## src/rtl/uart_rx_fifo.sv

```systemverilog
// uart_rx_fifo: receive-side character buffer sitting between a UART
// receiver and its consumer.
//
// Characters arrive on a one-cycle Rx_Valid strobe. Any character flagged
// with a receiver error (break/parity/frame) is discarded without touching
// state. Good characters go into a circular buffer. The consumer pulses
// Read_Done to move the oldest entry onto Data_Out, where it is valid from
// the following cycle. When the buffer is completely full and no pop
// happens in the same cycle, an incoming character is dropped and the
// sticky FIFO_Overflow flag is set. The next successful pop clears it.
// FIFO_Full (and RTS, its inverse) assert at half occupancy. This gives the
// sender a half-buffer of headroom to react to RTS before anything is lost.
//
// Ports
//   Clk            clock, rising edge
//   Rst            asynchronous reset, active low
//   Rx_Data        character from the receiver
//   Rx_Valid       one-cycle strobe qualifying Rx_Data / Rx_Error
//   Rx_Error       [0] break, [1] parity, [2] frame
//   Read_Done      consumer strobe, pops one entry per cycle held
//   Data_Out       most recently popped character
//   FIFO_Empty     Count == 0
//   FIFO_Full      Count >= FIFO_DEPTH/2
//   FIFO_Overflow  sticky: a character was dropped since the last pop
//   RTS            !FIFO_Full
//   Count          occupancy, 0..FIFO_DEPTH
//
// FIFO_DEPTH must be a power of two and at least 4. Pointer wrap relies on
// natural binary overflow of the pointer width.
module uart_rx_fifo #(
  parameter int DATA_BITS  = 8,
  parameter int FIFO_DEPTH = 8
) (
  input  logic                          Clk,
  input  logic                          Rst,
  input  logic [DATA_BITS-1:0]          Rx_Data,
  input  logic                          Rx_Valid,
  input  logic [2:0]                    Rx_Error,
  input  logic                          Read_Done,
  output logic [DATA_BITS-1:0]          Data_Out,
  output logic                          FIFO_Empty,
  output logic                          FIFO_Full,
  output logic                          FIFO_Overflow,
  output logic                          RTS,
  output logic [$clog2(FIFO_DEPTH):0]   Count
);

  localparam int PTR_W = $clog2(FIFO_DEPTH);
  localparam int CNT_W = PTR_W + 1;

  localparam logic [CNT_W-1:0] DEPTH_C = CNT_W'(FIFO_DEPTH);
  localparam logic [CNT_W-1:0] HALF_C  = CNT_W'(FIFO_DEPTH / 2);

  // Storage is deliberately left without a reset. Count gates every read,
  // so stale contents can never reach Data_Out.
  logic [DATA_BITS-1:0] mem_q [FIFO_DEPTH];

  logic [PTR_W-1:0]     wr_ptr_q, wr_ptr_d;
  logic [PTR_W-1:0]     rd_ptr_q, rd_ptr_d;
  logic [CNT_W-1:0]     count_q,  count_d;
  logic [DATA_BITS-1:0] data_out_q, data_out_d;
  logic                 ovf_q, ovf_d;

  logic push_req, pop, push, drop, at_depth;

  always_comb begin
    push_req = Rx_Valid && (Rx_Error == 3'b000);
    at_depth = (count_q == DEPTH_C);
    pop      = Read_Done && (count_q != '0);
    // A full buffer still accepts a character when a pop frees the slot
    // on the same edge. The write lands on the slot being read out. The
    // read sees the old contents because the write is non-blocking.
    push     = push_req && (!at_depth || pop);
    drop     = push_req && at_depth && !pop;

    wr_ptr_d   = wr_ptr_q;
    rd_ptr_d   = rd_ptr_q;
    count_d    = count_q;
    data_out_d = data_out_q;
    ovf_d      = ovf_q;

    if (push) wr_ptr_d = wr_ptr_q + 1'b1;
    if (pop) begin
      rd_ptr_d   = rd_ptr_q + 1'b1;
      data_out_d = mem_q[rd_ptr_q];
    end
    count_d = count_q + CNT_W'(push) - CNT_W'(pop);

    // Drop takes priority over the clear. In practice the two cannot
    // coincide, because a pop always makes room for the push.
    if (drop)     ovf_d = 1'b1;
    else if (pop) ovf_d = 1'b0;
  end

  always_ff @(posedge Clk or negedge Rst) begin
    if (!Rst) begin
      wr_ptr_q   <= '0;
      rd_ptr_q   <= '0;
      count_q    <= '0;
      data_out_q <= '0;
      ovf_q      <= 1'b0;
    end else begin
      wr_ptr_q   <= wr_ptr_d;
      rd_ptr_q   <= rd_ptr_d;
      count_q    <= count_d;
      data_out_q <= data_out_d;
      ovf_q      <= ovf_d;
    end
  end

  // Writes are blocked while reset is held. This keeps the "no push during
  // reset" behaviour explicit even for the unreset storage.
  always_ff @(posedge Clk) begin
    if (push && Rst) mem_q[wr_ptr_q] <= Rx_Data;
  end

  assign Data_Out      = data_out_q;
  assign Count         = count_q;
  assign FIFO_Overflow = ovf_q;
  assign FIFO_Empty    = (count_q == '0);
  assign FIFO_Full     = (count_q >= HALF_C);
  assign RTS           = !FIFO_Full;

endmodule
```

## config.mk

```make
export PLATFORM = sky130hd
export DESIGN_NAME = uart_rx_fifo
export DESIGN_NICKNAME = d
export VERILOG_FILES = /design/src/rtl/uart_rx_fifo.sv
export SDC_FILE = /design/constraint.sdc
export NUM_CORES = 1
export LEC_CHECK = 0
export ABC_CLOCK_PERIOD_IN_PS = 3400
export CAP_MARGIN = 10
export CORE_MARGIN = 8
export CORE_UTILIZATION = 45
export DETAILED_ROUTE_END_ITERATION = 12
export HOLD_SLACK_MARGIN = 0.06
export PLACE_DENSITY = 0.64
export SLEW_MARGIN = 40
export SYNTH_ARGS = -nofsm -noshare
export SYNTH_HDL_FRONTEND = slang
export SYNTH_SLANG_ARGS = --single-unit
export TNS_END_PERCENT = 20
```

## constraint.sdc

```tcl
create_clock -name Clk -period 3.4 [get_ports Clk]
set_input_delay 0.34 -clock Clk [delete_from_list [all_inputs] [get_ports Clk]]
set_output_delay 0.34 -clock Clk [all_outputs]
set_load 0.05 [all_outputs]
```

==> metrics.cfg <==
[global_route]
grt_pass1_vias = 2032
grt_max_degree = 35
grt_pass1_wl_um = 10900
overflow = 0
antenna_found_initial = 0
grt_util_all_layers_pct = 14.4

[place]
portBuffers = 30
dp_hpwl_um = 4420
place_congestion = 0.739

[pwr]
p_sw_share_pct = 38.3
clkPwrFrac_pct = 21.7
leakage_nw = 1.51
powerDensity_nw_per_um2 = 817
power_switching_w = 0.00129
power_frac_comb_pct = 38.8
power_frac_seq_pct = 39.5
internal_power_w = 0.00208
peakVddDrop_mv = 0.436

[clock_tree]
clock-root-buffer = clkbuf_8
postCtsHoldBufs = 0
cts_resized = 0
cts.htree.levels = 3
clk_path_buf_depth = 2
cts_buffers = 9
insertion_delay_ps = 350
post_cts_buffers = 0
cts_sinks = 83
clk_pin_slew_ps = 90
cts_tree = yes

[layout]
antenna_cells = 0
drive_above_1_share_pct = 19.9
area_delta_synth_final_pct = 20.4
fillCellCount = 603
final_nets = 281

[yosys]
synth_xor_xnor_area_share_pct = 1.53
synth.net_count = 238
synth_top_family_by_area = multiplexers
synthMuxAreaShare_pct = 10.6
ys.flop_type = edfxtp_1
ys_ff_latch = 83
synth-edff-count = 64
yosys.area_share.simple_pct = 4.08
async_flop_share_pct = 22.9
synth-seq-area-share_pct = 69.9
synth_cells = 213
synth_compound_area_share_pct = 7.55
syn_area_sq_um = 3430
yosys.area_share.adder_pct = 3.86
avgSynthCellArea_sq_um = 16.1
yosysWarningCount = 0
synth_cell_types = 33

[setup_path]
crit_slowest_cell = dfrtp_1
reg2regPathDepth = 12
required_ps = 3640
r2r-start = Count[2]
r2r_slack_ps = 750
crit_fanout = 12
cp-end-kind = flop
crit_type = flop to flop
cpPeakStageDelay_ps = 390
crit_chain = inv_1, ha_1, nor3b_1, buf_4, nand2b_1, buf_4, inv_1, ha_1, inv_1, ha_1, fa_1, xor2_1
startpoint_type = flop
rr_endpoint = Count[2]
cp.arrival_ps = 2890

[sta]
period_share_pct = 78.1
slew_headroom_pct = 49.4
finalSetupViolCount = 0
max_freq_mhz = 377
clock_skew_ps = 6.56
drv_slew = 0
holdWs_ps = 343
tightest_slew_ps = 757
fin_setup_tns_ps = 0
rsz0062_at_grt = false
fin_crit_ps = 2650
hold_viol = 0

[drt]
first_pass_iters = 4
antenna_left = 0
wirelength_um = 7020
wl_per_cell_um = 19.3
avgViaCountPerCell = 5.45
drtIter0Drc = 77
num_vias = 1979
route.detailed.drc = 0

[floorplanning]
die_w_um = 103
initial_utilization_pct = 45.4
die_h_um = 103
design.core.area_sq_um = 7570
die_area_sq_um = 10700
rows = 32
ios = 31

[worst_hold_path]
hold_path.class = input port to async pin

[status]
status = finished clean

[flow_run]
cap_violations = 0

==> final cells by class <==
type / count / area, sq um / share of cell area, %
tap: 102 / 128 / 3.09
timing repair buffer: 42 / 390 / 9.45
clock inverter: 7 / 82.6 / 2.00
inverter: 10 / 37.5 / 0.909
clock buffer: 9 / 124 / 3.00
multi-input combinational: 110 / 972 / 23.5
sequential: 83 / 2400 / 58.0
==> layout by cell type, fill, tap and decap left out, types with 2 or more instances in the layout <==
cell | Yosys | final
nor3_1 | 4 | 4
clkdlybuf4s50_1 | 0 | 30
nor2_1 | 2 | 2
nand3b_1 | 2 | 2
mux2i_1 | 16 | 16
xnor2_1 | 3 | 3
clkinvlp_4 | 0 | 2
nand2_1 | 2 | 2
mux2_2 | 18 | 18
ha_1 | 9 | 9
clkbuf_8 | 0 | 9
edfxtp_1 | 64 | 64
nor4_2 | 0 | 4
inv_1 | 10 | 10
inv_6 | 0 | 3
o21ai_0 | 8 | 8
o22ai_1 | 8 | 8
buf_4 | 0 | 12
dfrtp_1 | 19 | 19
nand2b_1 | 3 | 3
xor2_1 | 3 | 3
a22o_1 | 8 | 8
o31ai_1 | 8 | 8
nand3_1 | 2 | 2
==> stage by stage <==
step | total power (W) | utilization [%] | std cells | instance area (sq um) | setup WS (ps)
4_1_cts | 0.00340 | 54.6 | 363 | 4130 | 719
3_3_place_gp | 0.00265 | 51.9 | 347 | 3930 | 558
5_1_grt | 0.00354 | 54.6 | 363 | 4130 | 537
2_1_floorplan | 0.00226 | - | 213 | 3430 | 445
6_report | 0.00338 | 54.6 | 363 | 4130 | 746
3_5_place_dp | 0.00267 | 51.9 | 347 | 3930 | 507
==> synthesized netlist by cell type (2+ instances only) <==
library cell	count	share of area, %
edfxtp_1	64	56
o31ai_1	8	1.7
inv_1	10	1.1
buf_2	4	0.58
mux2_2	18	5.9
mux2i_1	16	4.7
nand3b_1	2	0.44
nand3_1	2	0.29
dfrtp_1	19	14
nand2b_1	3	0.55
nor2_1	2	0.22
o22ai_1	8	1.5
xnor2_1	3	0.77
clkbuf_1	2	0.22
o21ai_0	8	1.2
nand2_1	2	0.22
a22o_1	8	2.0
nor4_1	4	0.73
nor3_1	4	0.58
buf_1	3	0.33
ha_1	9	3.3
xor2_1	3	0.77
==> power groups by stage <==
stage          clock, W  sequential [W]  combinational, W
2_1_floorplan         0         0.00157          0.000693
3_3_place_gp          0         0.00135           0.00130
3_5_place_dp          0         0.00136           0.00131
4_1_cts        0.000744         0.00133           0.00132
5_1_grt        0.000780         0.00135           0.00141
6_report       0.000732         0.00133           0.00131
==> worst max-delay path, delay by kind of cell (launching register included) <==
kind          cells  cell delay (ps)
flops             1              390
simple gates      2              320
buf+inv           5              650
fa+ha+maj         4             1040
xor+xnor          1              150
==> worst max-delay path by stage <==
stage / endpoint / start / slack, ps / cells after the start
2_1_floorplan: mem_q[2][0] / Count[2] / 440 / 6
3_3_place_gp: Count[2] / Rx_Error[1] / 560 / 8
3_5_place_dp: Count[2] / Rx_Error[1] / 510 / 8
4_1_cts: Count[2] / Count[2] / 720 / 12
5_1_grt: Count[2] / Count[2] / 540 / 12
6_report: Count[2] / Count[2] / 750 / 12
==> registers in the layout, indices dropped and copies added, names as in the netlist <==
register and flops:
rd_ptr_q 3, Data_Out 8, wr_ptr_q 3, mem_q 64, FIFO_Overflow 1, Count 4
==> kinds of logic (layout without fill, tap and decap cells) <==
kind of cell | count (synthesis) | count (layout)
xor+xnor | 6 | 6
mux | 34 | 34
simple gates | 23 | 23
compound gates | 37 | 37
buf+inv | 20 | 68
flops | 83 | 83
fa+ha+maj | 10 | 10
==> metal layers <==
layer	vias up	global-route usage, %	wire length [um]
li1	907	-	-
met1	1009	17.4	3060
met2	49	23.1	3450
met3	14	4.02	359
met4	0	7.23	145
met5	-	0	0
No activity file was read; power rests on OpenSTA's default activity.
